`config.mk`:
```
export PLATFORM = sky130hd
export DESIGN_NAME = stopwatch_ctrl
export DESIGN_NICKNAME = d
export VERILOG_FILES = /design/src/rtl/stopwatch_pkg.sv /design/src/rtl/bcd_digit.sv /design/src/rtl/stopwatch_ctrl.sv
export SDC_FILE = /design/constraint.sdc
export NUM_CORES = 1
export LEC_CHECK = 0
export ABC_CLOCK_PERIOD_IN_PS = 3050
export CELL_PAD_IN_SITES_DETAIL_PLACEMENT = 1
export CELL_PAD_IN_SITES_GLOBAL_PLACEMENT = 1
export CORE_UTILIZATION = 35
export CTS_CLUSTER_SIZE = 16
export DETAILED_ROUTE_END_ITERATION = 12
export MAX_ROUTING_LAYER = met4
export PLACE_DENSITY_LB_ADDON = 0.1
export SYNTH_ARGS = -nofsm -noshare
export SYNTH_HDL_FRONTEND = slang
export SYNTH_SLANG_ARGS = --single-unit
```
`constraint.sdc`:
```
create_clock -name clk -period 3.05 [get_ports clk]
set_input_delay 0.4575 -clock clk [delete_from_list [all_inputs] [get_ports clk]]
set_output_delay 0.4575 -clock clk [all_outputs]
set_load 0.02 [all_outputs]
```
`src/rtl/stopwatch_pkg.sv`:
```
// Shared types and constants for the stopwatch controller and its BCD digit cells.
package stopwatch_pkg;

  typedef enum logic [1:0] {
    IDLE  = 2'd0,
    RUN   = 2'd1,
    PAUSE = 2'd2,
    HALT  = 2'd3
  } sw_state_t;

  localparam logic [3:0] BCD_MAX = 4'd9;

  // Prescaler width: enough bits for 0..TICK_DIV-1, never narrower than one bit.
  function automatic int unsigned presc_width(input int unsigned tick_div);
    int unsigned w;
    w = $clog2(tick_div);
    return (w < 1) ? 1 : w;
  endfunction

endpackage

```
`src/rtl/bcd_digit.sv`:
```
// One modulo-10 counter cell: synchronous clear, increment on en, wraps 9 to 0.
module bcd_digit
  import stopwatch_pkg::*;
(
  input  logic       clk,
  input  logic       reset_n,
  input  logic       clr,
  input  logic       en,
  output logic [3:0] q,
  output logic       at_max
);

  always_ff @(posedge clk or negedge reset_n) begin
    if (!reset_n) begin
      q <= 4'd0;
    end else if (clr) begin
      q <= 4'd0;
    end else if (en) begin
      q <= (q == BCD_MAX) ? 4'd0 : q + 4'd1;
    end
  end

  assign at_max = (q == BCD_MAX);

endmodule

```
`src/rtl/stopwatch_ctrl.sv`:
```
// Start/stop/lap stopwatch: tick prescaler, BCD carry chain, run/pause/halt FSM
// and lap capture over a chain of bcd_digit cells.
module stopwatch_ctrl
  import stopwatch_pkg::*;
#(
  parameter int unsigned DIGITS   = 4,
  parameter int unsigned TICK_DIV = 10
) (
  input  logic                  clk,
  input  logic                  reset_n,
  input  logic                  start,
  input  logic                  stop,
  input  logic                  clear,
  input  logic                  lap,
  output logic [4*DIGITS-1:0]   count_bcd,
  output logic [4*DIGITS-1:0]   lap_bcd,
  output logic [DIGITS-1:0]     digit_en,
  output logic                  running,
  output logic                  overflow
);

  localparam int unsigned PW = presc_width(TICK_DIV);
  localparam logic [PW-1:0] PRESC_LAST = PW'(TICK_DIV - 1);

  sw_state_t         state;
  logic [PW-1:0]     presc;
  logic [DIGITS-1:0] at_max;
  logic [DIGITS-1:0] en_c;
  logic              tick_c;
  logic              all_max_c;
  logic              do_start_c;
  logic              do_lap_c;

  // Only the highest-priority pulse present in a cycle acts (clear > stop > start > lap).
  assign do_start_c = start && !stop && !clear;
  assign do_lap_c   = lap && !start && !stop && !clear;

  // A stop or clear in the tick cycle swallows the tick.
  assign tick_c    = (state == RUN) && (presc == PRESC_LAST) && !stop && !clear;
  assign all_max_c = &at_max;

  // Decimal carry chain; gated off on overflow so the count holds at all 9s.
  always_comb begin
    logic carry;
    en_c  = '0;
    carry = tick_c && !all_max_c;
    for (int k = 0; k < int'(DIGITS); k++) begin
      en_c[k] = carry;
      carry   = carry && at_max[k];
    end
  end

  for (genvar g = 0; g < int'(DIGITS); g++) begin : g_digit
    bcd_digit u_digit (
      .clk     (clk),
      .reset_n (reset_n),
      .clr     (clear),
      .en      (en_c[g]),
      .q       (count_bcd[4*g +: 4]),
      .at_max  (at_max[g])
    );
  end

  always_ff @(posedge clk or negedge reset_n) begin
    if (!reset_n) begin
      state    <= IDLE;
      presc    <= '0;
      running  <= 1'b0;
      overflow <= 1'b0;
      lap_bcd  <= '0;
      digit_en <= '0;
    end else begin
      digit_en <= en_c;
      if (clear) begin
        state    <= IDLE;
        presc    <= '0;
        running  <= 1'b0;
        overflow <= 1'b0;
        lap_bcd  <= '0;
      end else begin
        unique case (state)
          IDLE: begin
            if (do_start_c) begin
              state   <= RUN;
              presc   <= '0;
              running <= 1'b1;
            end
          end
          RUN: begin
            if (stop) begin
              state   <= PAUSE;
              running <= 1'b0;
            end else begin
              if (do_lap_c) lap_bcd <= count_bcd;
              if (tick_c) begin
                presc <= '0;
                if (all_max_c) begin
                  state    <= HALT;
                  running  <= 1'b0;
                  overflow <= 1'b1;
                end
              end else begin
                presc <= presc + PW'(1);
              end
            end
          end
          PAUSE: begin
            if (do_start_c) begin
              state   <= RUN;
              running <= 1'b1;
            end else if (do_lap_c) begin
              lap_bcd <= count_bcd;
            end
          end
          HALT: begin
          end
          default: begin
            state   <= IDLE;
            running <= 1'b0;
          end
        endcase
      end
    end
  end

endmodule
```
==> metrics.md <==
| Metric | Value |
|---|---|
| Initial core utilization | `36.5%` |
| Pleak | `0.00115 uW` |
| Number of core rows | `28` |
| Mapped Cells | `220` |
| Synth area leader | `dfrtp_1` |
| PostCTS Resize Cnt | `0` |
| Worst path slowest cell | `or4_4` |
| DRC Markers | `0` |
| Final nets | `282` |
| Share of cells above drive strength 1 | `7.49%` |
| Area grow syn2layout | `29.8%` |
| Clk sinks | `44` |
| Slowest Stage Delay on Critical Path | `0.62 ns` |
| Worst setup EP type | `flop` |
| DR iter-0 viols | `69` |
| HP Class | `in -> async` |
| Initial antenna violation count | `0` |
| Global route overflow | `0` |
| Number of flops mapped to enable cells by yosys | `0` |
| Die H | `80.6 um` |
| Critical Path AT | `2.72 ns` |
| Area of the multi-input gates | `985 um2` |
| IO Port Bufs | `43` |
| Crit path max-delay family | `simple AND/OR/NAND/NOR gates` |
| RePlAce Congestion | `0.781` |
| Reg2reg start | `state[1]` |
| Worst Path Required | `3.28 ns` |
| Vias | `1,787` |
| Slew margin rel. | `33.2%` |
| Synth top area share | `51.0%` |
| Fin util | `47.3%` |
| Final Critical Period | `2.49 ns` |
| Clock skew | `0.00858 ns` |
| Top cells by area, synth | `dfrtp_1, o21ai_0, ha_1` |
| Post-route setup TNS | `0 ns` |
| Core area | `0.00592 mm2` |
| Number of fill cells | `679` |
| Clock transition at path regs | `0.09 ns` |
| Average via count per standard cell | `5.23` |
| RSZ-0062 raised after global routing | `no` |
| Setup CP Type | `in -> reg` |
| CTS buffer count | `5` |
| Remaining antenna violation count after routing | `0` |
| Syn Area/Cell | `9.82 um2` |
| Total I/O pin count | `44` |
| Die outline width | `80.6 um` |
| Seq/Total Area, Yosys | `51.0%` |
| Buf/Inv on CP | `1` |
| Critical Path, Cell by Cell | `clkdlybuf4s50_1 > or4b_4 > or4_4 > or4_1 > a21oi_1` |
| Gr usage total | `18.8%` |
| DIE AREA | `0.00649 mm2` |
| N_diodes | `0` |
| Max Root-Sink Buffers | `2` |
| Number of global-route vias before repair | `1,783` |
| Worst Tran Pin Value | `1.00 ns` |
| Unique masters post-synth | `38` |
| First-pass GRT wire length | `8950 um` |
| CP Launch Type | `input pin` |
| Power per cell area | `407 mW/mm2` |
| Count of final hold-check violations | `0` |
| CTS Hold Bufs | `0` |
| Post-synthesis async set-or-reset flop share | `100%` |
| Worst-Skew Late Latency | `0.30 ns` |
| Ys Warns | `0` |
| Clock Tree Root | `clkbuf_8` |
| Mapped cell area | `0.00216 mm2` |
| Peak Freq | `0.402 GHz` |
| Seq. cell area | `0.00110 mm2` |
| H-tree depth | `2` |
| Largest net degree at the start of global routing | `45` |
| Max-Cap Viols | `0` |
| Post-CTS setup buffers | `0` |
| Final period util | `81.6%` |
| Tot Pwr | `1140 uW` |
| TritonRoute pass-1 iters | `4` |
| # setup viols final | `0` |
| Worst vdd ir | `0.227 mV` |
| WL/cell | `15.3 um` |
| Crit-path max FO | `15` |
| Top FF cell, synth | `dfrtp_1` |
| Syn_nets | `236` |
| Worst setup path startpoint | `stop` |
| Hpwl dp | `3710 um` |
| CTS tree | `done` |
| Pins Over Slew Limit | `0` |
| Routed WL | `5230 um` |
| #FFs+latches synth | `44` |
| Status | `finished clean` |
-- per-stage QoR --
| stage | hold WS (ns) | instances | worst slack, ns | instance area (um2) |
|---|---|---|---|---|
| global route | 0.409 | 342 | 0.506 | 2800 |
| detailed placement | 0.475 | 334 | 0.256 | 2680 |
| finish | 0.322 | 342 | 0.562 | 2800 |
| floorplan | 0.162 | 220 | 0.771 | 2160 |
| CTS | 0.361 | 342 | 0.567 | 2800 |
| global placement | 0.462 | 334 | 0.263 | 2680 |
-- flip-flops by register name (all words and copies together) (netlist names) --
signal,count
digit_en,4
g_digit.u_digit.q,16
lap_bcd,16
overflow,1
presc,4
running,1
state,2
-- cells in the mapped netlist (2+ instances only) --
cell / number
ha_1: 10
nand2b_1: 15
or2_2: 2
or3_1: 2
clkbuf_1: 6
o21ai_0: 27
dfrtp_1: 44
o32ai_1: 2
o31ai_1: 5
nand3b_1: 8
and3b_1: 3
nor4b_1: 2
o211ai_1: 2
nand2_1: 24
nor3_1: 6
or4_1: 7
inv_1: 11
a21oi_1: 10
nor4_1: 2
nor2_1: 11
nand3_1: 4
-- cell families (layout without fill, tap and decap cells) --
family / count (synthesis) / count (layout) / synth area share (%)
compound gates: 54 / 54 / 14.7
xor+xnor: 1 / 1 / 0.406
fa+ha+maj: 10 / 10 / 5.79
buf+inv: 19 / 66 / 3.71
flops: 44 / 44 / 51.0
mux: 1 / 1 / 0.521
simple gates: 91 / 91 / 23.9
-- layer usage --
metal | routed length [um] | up-vias | share of wire [%] | global-route usage, %
met5 | 0 | - | 0 | -
met4 | 57 | 0 | 1.1 | 5.71
met3 | 132 | 5 | 2.5 | 3.75
met2 | 2500 | 29 | 48 | 28.6
met1 | 2540 | 875 | 49 | 25.2
li1 | - | 878 | - | -
-- cell type report --
type,count,share of cell area (%)
Sequential cell,44,39.3
Multi-Input combinational cell,157,35.1
Timing Repair Buffer,47,16.2
Clock buffer,7,3.44
Tap cell,75,3.35
Inverter,11,1.47
Clock inverter,1,1.07
-- worst reg2reg max path, stage by stage, from the launching register on --
cell and delay [ns]:
dfrtp_1 0.49, or4b_4 0.60, or4_4 0.62, or4_1 0.53, a21oi_1 0.14
-- cell usage in the layout, fill, tap and decap left out, types with 2 or more instances in the layout --
cell type        count
nand2_1             24
or3_1                2
or4_1                7
o21ai_0             27
o211ai_1             2
nor4_1               2
buf_4                4
nor3_1               6
and3b_1              3
inv_1               11
nand3_1              4
nor4b_1              2
clkdlybuf4s50_1     42
dfrtp_1             44
clkbuf_8             7
a21oi_1             10
nand2b_1            15
or2_2                2
o32ai_1              2
ha_1                10
o31ai_1              5
nand3b_1             8
nor2_1              11
-- path summary, 6_finish.rpt --
kind	endpoint	slack, ns	cells after the start
max in group asynchronous	state[1]	2.11	1
min	digit_en[1]	0.32	1
min reg2reg	lap_bcd[12]	0.49	2
max reg2reg	g_digit[3].u_digit.q[3]	0.61	4
min in group clk	lap_bcd[12]	0.49	2
max	g_digit[3].u_digit.q[3]	0.56	5
-- where the power goes --
group / switching, uW / total (uW) / internal (uW) / leakage [uW]
clock: 203 / 492 / 289 / 0.0000645
sequential: 5.44 / 591 / 586 / 0.000613
combinational: 36.8 / 56.7 / 19.9 / 0.000475
Power figures use the tool's default switching activity.
